`config.mk`:
```
export PLATFORM = sky130hd
export DESIGN_NAME = lcd_hd44780_responder_flat
export DESIGN_NICKNAME = d
export VERILOG_FILES = /design/src/rtl/lcd_hd44780_responder_pkg.sv /design/src/rtl/lcd_hd44780_responder_if.sv /design/src/rtl/lcd_hd44780_responder_ddram.sv /design/src/rtl/lcd_hd44780_responder.sv /design/src/flat_wrapper.sv
export SDC_FILE = /design/constraint.sdc
export NUM_CORES = 1
export LEC_CHECK = 0
export BUFFER_PORTS_ARGS = -buffer_cell sky130_fd_sc_hd__clkbuf_2
export CAP_MARGIN = 20
export CORE_UTILIZATION = 25
export DETAILED_ROUTE_END_ITERATION = 12
export SYNTH_ARGS = -nofsm -noshare
export SYNTH_HDL_FRONTEND = slang
export SYNTH_HIERARCHICAL = 1
export SYNTH_SLANG_ARGS = --single-unit
```
`constraint.sdc`:
```
create_clock -name clk -period 5 [get_ports clk]
set_input_delay 0.5 -clock clk [delete_from_list [all_inputs] [get_ports clk]]
set_output_delay 0.5 -clock clk [all_outputs]
set_load 0.05 [all_outputs]
```
`src/rtl/lcd_hd44780_responder_pkg.sv`:
```
// Shared constants, FSM states and address-counter stepping for the HD44780 responder.
package lcd_hd44780_responder_pkg;

  localparam int unsigned ADDR_W = 7;
  localparam int unsigned DATA_W = 8;
  localparam int unsigned DEPTH  = 128;

  localparam logic [ADDR_W-1:0] LINE0_BASE    = 7'h00;
  localparam logic [ADDR_W-1:0] LINE0_LAST    = 7'h27;
  localparam logic [ADDR_W-1:0] LINE1_BASE    = 7'h40;
  localparam logic [ADDR_W-1:0] LINE1_LAST    = 7'h67;
  localparam logic [ADDR_W-1:0] ONE_LINE_LAST = 7'h4F;
  localparam logic [DATA_W-1:0] ASCII_SPACE   = 8'h20;

  typedef enum logic [1:0] {
    ST_IDLE,
    ST_EXEC,
    ST_FILL,
    ST_WAIT
  } state_t;

  typedef struct packed {
    logic              rs;
    logic [DATA_W-1:0] data;
  } host_wr_t;

  // Step the address counter by one with the display's line wrap rules.
  function automatic logic [ADDR_W-1:0] ac_step(input logic [ADDR_W-1:0] ac,
                                                input logic up, input logic two_line);
    logic [ADDR_W-1:0] r;
    if (two_line) begin
      if (up) r = (ac == LINE0_LAST) ? LINE1_BASE : (ac == LINE1_LAST) ? LINE0_BASE : ac + 7'd1;
      else    r = (ac == LINE0_BASE) ? LINE1_LAST : (ac == LINE1_BASE) ? LINE0_LAST : ac - 7'd1;
    end else begin
      if (up) r = (ac == ONE_LINE_LAST) ? LINE0_BASE : ac + 7'd1;
      else    r = (ac == LINE0_BASE) ? ONE_LINE_LAST : ac - 7'd1;
    end
    return r;
  endfunction

endpackage

```
`src/rtl/lcd_hd44780_responder_if.sv`:
```
// Host-side 8-bit write-only HD44780 bus.
interface lcd_hd44780_responder_if;
  import lcd_hd44780_responder_pkg::*;

  logic              en;
  logic              rs;
  logic [DATA_W-1:0] data;

  modport master (output en, output rs, output data);
  modport slave  (input en, input rs, input data);
endinterface

```
`src/rtl/lcd_hd44780_responder_ddram.sv`:
```
// 128x8 display data RAM: one synchronous write port, one registered scan read port.
module lcd_hd44780_responder_ddram
  import lcd_hd44780_responder_pkg::*;
(
  input  logic              clk,
  input  logic              rst,
  input  logic              i_we,
  input  logic [ADDR_W-1:0] i_waddr,
  input  logic [DATA_W-1:0] i_wdata,
  input  logic [ADDR_W-1:0] i_raddr,
  output logic [DATA_W-1:0] o_rdata
);

  logic [DATA_W-1:0] r_mem [DEPTH];
  logic [DATA_W-1:0] r_rdata;

  always_ff @(posedge clk) begin
    if (i_we) r_mem[i_waddr] <= i_wdata;
  end

  // Reads in the same cycle as a write to that address return the old byte.
  always_ff @(posedge clk or negedge rst) begin
    if (!rst) r_rdata <= '0;
    else      r_rdata <= r_mem[i_raddr];
  end

  assign o_rdata = r_rdata;

endmodule

```
`src/rtl/lcd_hd44780_responder.sv`:
```
// Display-side HD44780 stand-in: syncs the host bus, commits writes on en falling edge,
// executes them against DDRAM and mode registers and models busy time.
module lcd_hd44780_responder
  import lcd_hd44780_responder_pkg::*;
#(
  parameter int unsigned MIN_EN_HIGH  = 8,
  parameter int unsigned EXEC_CYCLES  = 1000,
  parameter int unsigned CLEAR_CYCLES = 80000
) (
  input  logic                   clk,
  input  logic                   rst,
  lcd_hd44780_responder_if.slave bus,
  input  logic [ADDR_W-1:0]      rd_addr,
  output logic [DATA_W-1:0]      rd_data,
  output logic                   busy,
  output logic [ADDR_W-1:0]      cur_addr,
  output logic                   disp_on,
  output logic                   cursor_on,
  output logic                   blink_on,
  output logic                   incr,
  output logic                   two_line,
  output logic                   wr_stb,
  output logic                   err
);

  localparam int unsigned HI_W  = $clog2(MIN_EN_HIGH + 2);
  localparam int unsigned CNT_W = 32;
  // Remaining WAIT cycles once EXEC (and FILL) have been spent.
  localparam logic [CNT_W-1:0] EXEC_WAIT  = CNT_W'((EXEC_CYCLES > 2) ? EXEC_CYCLES - 2 : 0);
  localparam logic [CNT_W-1:0] CLEAR_WAIT = CNT_W'((CLEAR_CYCLES > 2) ? CLEAR_CYCLES - 2 : 0);
  localparam logic [CNT_W-1:0] FILL_WAIT  = CNT_W'((CLEAR_CYCLES > 82) ? CLEAR_CYCLES - 82 : 0);

  logic              r_en_m, r_en_s, r_en_d;
  logic              r_rs_m, r_rs_s;
  logic [DATA_W-1:0] r_data_m, r_data_s;
  logic [HI_W-1:0]   r_hi;

  state_t            r_state, w_state_nxt;
  logic [CNT_W-1:0]  r_cnt, w_cnt_nxt;
  host_wr_t          r_cmd, w_cmd_nxt;
  logic [ADDR_W-1:0] r_ac, w_ac_nxt;
  logic [ADDR_W-1:0] r_fill, w_fill_nxt;
  logic              r_n, w_n_nxt, r_d, w_d_nxt, r_c, w_c_nxt, r_b, w_b_nxt, r_i, w_i_nxt;
  logic              r_busy, w_busy_nxt;
  logic              r_wr_stb, w_wr_stb_nxt;
  logic              r_err, w_err_nxt;

  logic              w_fall, w_long, w_we;
  logic [ADDR_W-1:0] w_waddr;
  logic [DATA_W-1:0] w_wdata;

  // Two-flop sync on every bus line keeps rs/data aligned with en; high-width counter saturates.
  always_ff @(posedge clk or negedge rst) begin
    if (!rst) begin
      r_en_m <= 1'b0; r_en_s <= 1'b0; r_en_d <= 1'b0;
      r_rs_m <= 1'b0; r_rs_s <= 1'b0;
      r_data_m <= '0; r_data_s <= '0;
      r_hi <= '0;
    end else begin
      r_en_m <= bus.en;   r_en_s <= r_en_m;   r_en_d <= r_en_s;
      r_rs_m <= bus.rs;   r_rs_s <= r_rs_m;
      r_data_m <= bus.data; r_data_s <= r_data_m;
      if (!r_en_s)                           r_hi <= '0;
      else if (r_hi != HI_W'(MIN_EN_HIGH))   r_hi <= r_hi + HI_W'(1);
    end
  end

  assign w_fall = r_en_d & ~r_en_s;
  assign w_long = (r_hi >= HI_W'(MIN_EN_HIGH));

  always_ff @(posedge clk or negedge rst) begin
    if (!rst) begin
      r_state <= ST_IDLE; r_cnt <= '0; r_cmd <= '0; r_ac <= '0; r_fill <= '0;
      r_n <= 1'b0; r_d <= 1'b0; r_c <= 1'b0; r_b <= 1'b0; r_i <= 1'b1;
      r_busy <= 1'b0; r_wr_stb <= 1'b0; r_err <= 1'b0;
    end else begin
      r_state <= w_state_nxt; r_cnt <= w_cnt_nxt; r_cmd <= w_cmd_nxt; r_ac <= w_ac_nxt;
      r_fill <= w_fill_nxt;
      r_n <= w_n_nxt; r_d <= w_d_nxt; r_c <= w_c_nxt; r_b <= w_b_nxt; r_i <= w_i_nxt;
      r_busy <= w_busy_nxt; r_wr_stb <= w_wr_stb_nxt; r_err <= w_err_nxt;
    end
  end

  always_comb begin
    w_state_nxt = r_state;  w_cnt_nxt = r_cnt;  w_cmd_nxt = r_cmd;  w_ac_nxt = r_ac;
    w_fill_nxt = r_fill;
    w_n_nxt = r_n; w_d_nxt = r_d; w_c_nxt = r_c; w_b_nxt = r_b; w_i_nxt = r_i;
    w_wr_stb_nxt = 1'b0; w_err_nxt = 1'b0;
    w_we = 1'b0; w_waddr = r_ac; w_wdata = r_cmd.data;

    // Commit: busy is sampled as registered, so an edge coinciding with busy release is rejected.
    if (w_fall) begin
      if (r_busy || !w_long) begin
        w_err_nxt = 1'b1;
      end else begin
        w_wr_stb_nxt = 1'b1;
        w_cmd_nxt    = '{rs: r_rs_s, data: r_data_s};
        w_state_nxt  = ST_EXEC;
      end
    end

    case (r_state)
      ST_EXEC: begin
        w_state_nxt = ST_WAIT;
        w_cnt_nxt   = EXEC_WAIT;
        if (r_cmd.rs) begin
          w_we     = 1'b1;
          w_ac_nxt = ac_step(r_ac, r_i, r_n);
        end else begin
          casez (r_cmd.data)
            8'b1???????: w_ac_nxt = r_cmd.data[6:0];
            8'b01??????: ;
            8'b001?????: w_n_nxt = r_cmd.data[3];
            8'b0001????: w_ac_nxt = ac_step(r_ac, r_cmd.data[2], r_n);
            8'b00001???: {w_d_nxt, w_c_nxt, w_b_nxt} = r_cmd.data[2:0];
            8'b000001??: w_i_nxt = r_cmd.data[1];
            8'b0000001?: begin
              w_ac_nxt  = '0;
              w_cnt_nxt = CLEAR_WAIT;
            end
            8'b00000001: begin
              w_state_nxt = ST_FILL;
              w_fill_nxt  = LINE0_BASE;
            end
            default: ;
          endcase
        end
      end
      ST_FILL: begin
        w_we    = 1'b1;
        w_waddr = r_fill;
        w_wdata = ASCII_SPACE;
        if (r_fill == LINE1_LAST) begin
          w_state_nxt = ST_WAIT;
          w_cnt_nxt   = FILL_WAIT;
          w_ac_nxt    = '0;
          w_i_nxt     = 1'b1;
        end else begin
          w_fill_nxt = ac_step(r_fill, 1'b1, 1'b1);
        end
      end
      ST_WAIT: begin
        if (r_cnt == '0) w_state_nxt = ST_IDLE;
        else             w_cnt_nxt   = r_cnt - CNT_W'(1);
      end
      default: ;
    endcase

    w_busy_nxt = (w_state_nxt != ST_IDLE);
  end

  lcd_hd44780_responder_ddram u_ddram (
    .clk     (clk),
    .rst     (rst),
    .i_we    (w_we),
    .i_waddr (w_waddr),
    .i_wdata (w_wdata),
    .i_raddr (rd_addr),
    .o_rdata (rd_data)
  );

  assign busy      = r_busy;
  assign cur_addr  = r_ac;
  assign disp_on   = r_d;
  assign cursor_on = r_c;
  assign blink_on  = r_b;
  assign incr      = r_i;
  assign two_line  = r_n;
  assign wr_stb    = r_wr_stb;
  assign err       = r_err;

endmodule

```
`src/flat_wrapper.sv`:
```
// flat-port wrapper written by rule: the top's interface ports become plain ports
module lcd_hd44780_responder_flat import lcd_hd44780_responder_pkg::*;
#(
  parameter int unsigned MIN_EN_HIGH  = 8,
  parameter int unsigned EXEC_CYCLES  = 1000,
  parameter int unsigned CLEAR_CYCLES = 80000
)
  (clk, rst, rd_addr, rd_data, busy, cur_addr, disp_on, cursor_on, blink_on, incr, two_line, wr_stb, err, bus_en, bus_rs, bus_data);
  lcd_hd44780_responder_if bus_i ();
  input  logic clk;
  input  logic rst;
  input  logic [ADDR_W-1:0] rd_addr;
  output logic [DATA_W-1:0] rd_data;
  output logic busy;
  output logic [ADDR_W-1:0] cur_addr;
  output logic disp_on;
  output logic cursor_on;
  output logic blink_on;
  output logic incr;
  output logic two_line;
  output logic wr_stb;
  output logic err;
  input wire logic [$bits(bus_i.en)-1:0] bus_en;
  input wire logic [$bits(bus_i.rs)-1:0] bus_rs;
  input wire logic [$bits(bus_i.data)-1:0] bus_data;
  assign bus_i.en = bus_en;
  assign bus_i.rs = bus_rs;
  assign bus_i.data = bus_data;
  lcd_hd44780_responder #(.MIN_EN_HIGH(MIN_EN_HIGH), .EXEC_CYCLES(EXEC_CYCLES), .CLEAR_CYCLES(CLEAR_CYCLES)) u_core (.clk(clk), .rst(rst), .bus(bus_i), .rd_addr(rd_addr), .rd_data(rd_data), .busy(busy), .cur_addr(cur_addr), .disp_on(disp_on), .cursor_on(cursor_on), .blink_on(blink_on), .incr(incr), .two_line(two_line), .wr_stb(wr_stb), .err(err));
endmodule
```
Word-level counts from Yosys, hierarchy flattened --
Memory sizes are Yosys's and may differ from the RTL's. A register that Yosys moved wholly into a read port is not among the register bits. Cells that the tools add are included. W data, S select, Z words.
Word-level totals: register bits 90, bits in writable memories 1024, input port bits 19, output and inout port bits 23, word-level logic and storage cells 121, memories kept 1
Operators by class: add/subtract/negate cells 5, $lt $le $gt $ge 1, eq/ne operators 24, mux-type cells 49, bitwise gates (word level) 4, reduce and logical (&&, ||, !) cells 15
Memory list:
- u_core.u_ddram.r_mem | words 128, width 8, rd ports 1, clocked after memory_dff 1, write ports 1, RTL line lcd_hd44780_responder_ddram.sv:14 | logic [DATA_W-1:0] r_mem [DEPTH];
Operators with widths (count):
- $mux W7 | 19
- $mux W32 | 3
- $pmux W32 S3 | 1
- $logic_not A32 Y1 | 1
- $sub A32 B1 Y32 const B | 1
- $eq A7 B7 Y1 const B | 4
- $pmux W7 S2 | 2
- $pmux W7 S3 | 1
- $mux W17 | 1
- $add A7 B1 Y7 const B | 2
- $eq A7 B6 Y1 const B | 2
- $ne A2 B2 Y1 const B | 6
- $reduce_and A3 Y1 | 4
- $mux W1 | 11
- $mux W2 | 5
- $eq A8 B1 Y1 const B | 1
- $mux W4 | 2
- $mux W8 | 1
- $reduce_and A4 Y1 | 2
- $eq A7 B1 Y1 const B | 1
- $logic_not A7 Y1 | 1
- $sub A7 B1 Y7 const B | 1
- $eq A6 B1 Y1 const B | 1
- $pmux W2 S3 | 1
- other kinds (18) | 24

Longest topological paths before layout --
word-level depth 8, mapped depth 12, gate-level depth less buffers 7

Hierarchy --
The synthesis kept the hierarchy.
By module, submodules not included:
- lcd_hd44780_responder_ddram | instances 1, cells an instance 1635, area each 39701.8 um2
- lcd_hd44780_responder | instances 1, cells an instance 569, area each 5187.5 um2

Worst setup path after synthesis --
Ideal clock, no wire load.
kind reg2reg, start register u_core.r_state[0], end memory u_core.u_ddram.r_mem[0][4], data pin, library setup time 0.829 ns, arrival 4.190 ns, path slack -0.019 ns, stages on the path, launching flop included 6, path buffers 2, cell sequence dfrtp_1 > inv_1 > ha_1 > clkbuf_1 > clkbuf_1 > nor2b_1
Between the ends: longest elaborated chain between the ends 2
Ends and longest elaborated chain:
- start: declaration | RTL line lcd_hd44780_responder.sv:38 | state_t r_state, w_state_nxt;
- start signal: assignment | RTL line lcd_hd44780_responder.sv:77 | r_state <= w_state_nxt; r_cnt <= w_cnt_nxt; r_cmd <= w_cmd_nxt; r_ac <= w_ac_nxt;
- $eq A2 B2 Y1 | RTL line lcd_hd44780_responder.sv:102 | case (r_state)
- $mux W8 | RTL line lcd_hd44780_responder.sv:102
- via u_core.w_wdata[4] | RTL line lcd_hd44780_responder.sv:50 | logic [DATA_W-1:0] w_wdata;
- end: declaration | RTL line lcd_hd44780_responder_ddram.sv:14
The timed path passes the listed nets, and every way through them passes these cells.

Worst setup path after layout --
start register u_core.r_state[0], end memory u_core.u_ddram.r_mem[50][1] (enable)
RTL lines:
- $eq A2 B2 Y1 | RTL line lcd_hd44780_responder.sv:102
- $mux W7 | RTL line lcd_hd44780_responder.sv:102
- via u_core.w_waddr[3] | RTL line lcd_hd44780_responder.sv:49 | logic [ADDR_W-1:0] w_waddr;
The timed path passes the listed nets, and every way through them passes these cells.

==> impl_metrics.toml <==
[floorplanning]
fp.coreArea_sq_um = 178000
die-width_um = 426
die-area_sq_um = 181000
die_h_um = 426
io_pins = 42
row_count = 155
initial_core_utilization = 0.252

[clocking]
tritoncts.num_buffers = 116
clk_root_buffer_cell = "clkbuf_16"
clk_pin_slew_worst_paths_ns = 0.06
clock_sinks = 1122
ctsResizeCount = 0
clk_latency_ns = 0.71
clock_path_buffers = 3
ctsHtreeMaxLevel = 3
clock_tree_from_tritoncts = "yes"

[logic_synthesis]
yosysTopAreaCell = "edfxtp_1"
ys_seq_elements = 1122
synth-edff-count = 1024
ys_top_cells_by_area = "edfxtp_1, mux4_2, dfrtp_1"
synthFlopType = "edfxtp_1"
synthDistinctLibCells = 72
netlist.area_leader.share = 0.685
synth_fp_nets = 2234
syn_inst = 2204
cell_area_after_technology_mapping_sq_um = 44900
synthesis.area_per_instance_sq_um = 20.4
synth_warnings = 6
seq_area_frac_synth = 0.740
postSynth.asyncResetShare = 0.0873

[final_layout]
post_route_cells_drive_above_1_share = 0.271
n_fill_cell = 17300
final_area_sq_um = 52100
design.final.nets = 2348
area_growth_pct = 16.0
antenna_diode_count = 0

[global_route]
grt_overflow_total = 0
gr-usage-all-layers = 0.116
antenna_found_initial = 4
vias_in_the_first_global_route = 22300
grt_pass1_wl_mm = 156
pin_count_of_the_biggest_net_entering_global_routing = 129

[placed_design]
post_dp_cell_area_sq_um = 48300
portBuffers = 41
place_worst_setup_slack_ns = 0.740
hpwl_mm = 64.4
gpl.final_weighted_congestion = 0.796

[setup_path]
cp_slowest_stage_delay_ns = 0.91
timing.critical_path.arrival_ns = 4.60
timing.reg2reg.worst_path_depth = 6
setup.worst_path.end_class = "register"
cp-start-kind = "register"
critPathMaxFanout = 23
dominant_delay_contributor_by_cell_family_on_the_critical_path = "simple AND/OR/NAND/NOR gates"
timing.critical_path.cells = "inv_1, ha_2, mux2_2, nor2b_1, nand2_1, nor2_1"
path_class = "reg2reg"
timing.reg2reg.setup_slack_ns = 0.74
regToRegStartpoint = "u_core/r_state[0]$_DFF_PN0_"
cp.buffers_inverters = 1
timing.rr.end = "u_core/u_ddram/r_mem[50][1]$_DFFE_PP_"
cp_data_required_time_ns = 5.34
timing.critical_path.slowest_stage_cell = "nor2b_1"

[routing]
detail_route.vias_per_cell = 4.66
first_iter_violations = 2187
drc = 0
drt-wirelength-per-cell_um = 22.3
detailedRoute.firstPassIterationCount = 5
drt.antenna.violating_nets = 0
vias = 22200
drt-total-wl_mm = 106

[min_path]
hp-class = "in2reg"
worst_hold_startpoint = "rd_addr[5]"
worst_hold_path.num_cells = 2
worstHoldEndpoint = "u_core/u_ddram/o_rdata[6]$_DFF_PN0_"

[pwr]
p_int_mw = 15.2
clockPowerShare = 0.428
seq_power_share = 0.530
combinational_share_of_power = 0.042
power_per_cell_area_nw_per_um2 = 372
switching_fraction_of_total_power = 0.213
leakage_nw = 17.7
vdd.ir_drop.worst_uv = 323
switchingPower_mw = 4.14

[sta]
slew-limit-headroom = 0.249
least_setup_slack_across_all_paths_after_layout_ns = 0.736
transition_at_the_pin_with_the_smallest_max_transition_slack_ns = 1.12
hold_violations = 0
setup_repair_after_global_routing_missed_its_margin = "no"
timing_max_transition_violations_final = 0
setup_clock_skew_after_layout_ns = 0.0510
timing.final.crit_share = 0.853
setup_violations = 0
hold-worst-slack_ns = 0.221
post_layout_minimum_cycle_time_ns = 4.26
max_clock_freq_mhz = 235

[flow_run]
timing.max_cap.violations = 0

[status]
status = "completed"
## metal layers
metal	global-route usage	wire, um	vias up
met4	0.0327	2890	2
met5	0	9	-
met3	0.0252	7250	144
met1	0.161	45600	11900
li1	-	-	9430
met2	0.182	50500	761
## worst max-delay path by stage
stage	start	endpoint	cells after the start
floorplan	u_core/r_state[0]$_DFF_PN0_	u_core/u_ddram/r_mem[0][4]$_DFFE_PP_	5
global placement	u_core/r_state[0]$_DFF_PN0_	u_core/u_ddram/r_mem[50][1]$_DFFE_PP_	6
detailed placement	u_core/r_state[0]$_DFF_PN0_	u_core/u_ddram/r_mem[51][3]$_DFFE_PP_	6
CTS	u_core/r_state[0]$_DFF_PN0_	u_core/u_ddram/r_mem[51][4]$_DFFE_PP_	6
global route	u_core/r_state[0]$_DFF_PN0_	u_core/u_ddram/r_mem[51][2]$_DFFE_PP_	6
finish	u_core/r_state[0]$_DFF_PN0_	u_core/u_ddram/r_mem[50][1]$_DFFE_PP_	6
## Yosys cell counts, types with 16 or more instances
cell and n:
edfxtp_1 1024, mux4_2 336, nor2_1 157, dfrtp_1 97, clkbuf_1 74, nand2_1 64
a21oi_1 36, nor3_1 33, nand3_1 30, o21ai_0 26, buf_2 23, mux2_2 23
buf_1 20, nor2b_1 20, inv_1 19, or4_1 16
## worst reg2reg max path, delay by kind of cell (launching register included)
kind | cells | cell delay, ns
flip-flops | 1 | 0.43
AND/OR/NAND/NOR | 3 | 2.24
multiplexers | 1 | 0.57
buffers and inverters | 1 | 0.11
adder cells (fa/ha/maj) | 1 | 0.57
## what timing repair did
action,4_1_cts,5_1_grt
setup buffers,0,0
endpoints found under the hold margin,77,0
hold buffers,11,0
## sequential cells by signal, indices dropped and copies added, names as in the netlist, 2 cells and up
signal and count:
u_core/r_data_m 8, u_core/r_hi 4, u_core/u_ddram/o_rdata 8, u_core/u_ddram/r_mem 1024, u_core/r_data_s 8, u_core/r_cmd 9
u_core/r_state 2, u_core/r_cnt 32, u_core/cur_addr 7, u_core/r_fill 7
## cells by family (layout without fill, tap and decap cells)
| family | count (synthesis) | in the layout | share of synthesized area |
|---|---|---|---|
| AO/OA/AOI/OAI | 150 | 150 | 0.0225 |
| AND/OR/NAND/NOR | 409 | 409 | 0.0449 |
| flip-flops | 1122 | 1122 | 0.740 |
| adder cells (fa/ha/maj) | 11 | 11 | 0.00307 |
| multiplexers | 363 | 363 | 0.175 |
| XOR/XNOR | 5 | 5 | 0.000976 |
| buffers and inverters | 144 | 356 | 0.0137 |
## cell usage in the layout, fill, tap and decap left out, drive strengths merged, types with 4 or more instances in the layout
| master | instances |
|---|---|
| a211o | 5 |
| a211oi | 6 |
| a21oi | 36 |
| a221oi | 5 |
| a22o | 5 |
| a31oi | 13 |
| buf | 73 |
| bufinv | 6 |
| clkbuf | 181 |
| clkinv | 55 |
| clkinvlp | 5 |
| dfrtp | 97 |
| dlygate4sd3 | 11 |
| edfxtp | 1024 |
| ha | 11 |
| inv | 25 |
| mux2 | 23 |
| mux2i | 4 |
| mux4 | 336 |
| nand2 | 64 |
| nand2b | 15 |
| nand3 | 30 |
| nand4 | 15 |
| nor2 | 157 |
| nor2b | 20 |
| nor3 | 33 |
| nor3b | 4 |
| nor4 | 15 |
| o211ai | 5 |
| o21ai | 26 |
| o22ai | 5 |
| o31ai | 14 |
| or3 | 14 |
| or4 | 18 |
## cell type report
class / count / area (sq um) / area share
inverters: 20 / 75.1 / 0.00144
clock buffers: 145 / 3060 / 0.0588
flip-flops and latches: 1122 / 33200 / 0.638
repair buffers: 120 / 1020 / 0.0196
multi-input cells: 938 / 11100 / 0.214
clock inverters: 71 / 609 / 0.0117
well taps: 2355 / 2950 / 0.0566
## power groups by stage
stage                     clock [mW]  combinational [mW]  sequential, mW
after floorplan                    0               0.490            10.5
after global placement             0               0.818            10.5
after detailed placement           0               0.826            10.5
after CTS                       8.47               0.834            10.3
after global routing            8.81               0.867            10.3
final                           8.28               0.816            10.3
## through the flow
step / utilization / std cells / TNS (ns) / power, mW
floorplan: - / 2204 / -15.81 / 11.0
global placement: 0.270 / 4542 / 0 / 11.3
detailed placement: 0.271 / 4543 / 0 / 11.3
CTS: 0.292 / 4770 / 0 / 19.6
global route: 0.292 / 4771 / 0 / 19.9
finish: 0.292 / 4771 / 0 / 19.4
No activity file was read; power rests on OpenSTA's default activity.
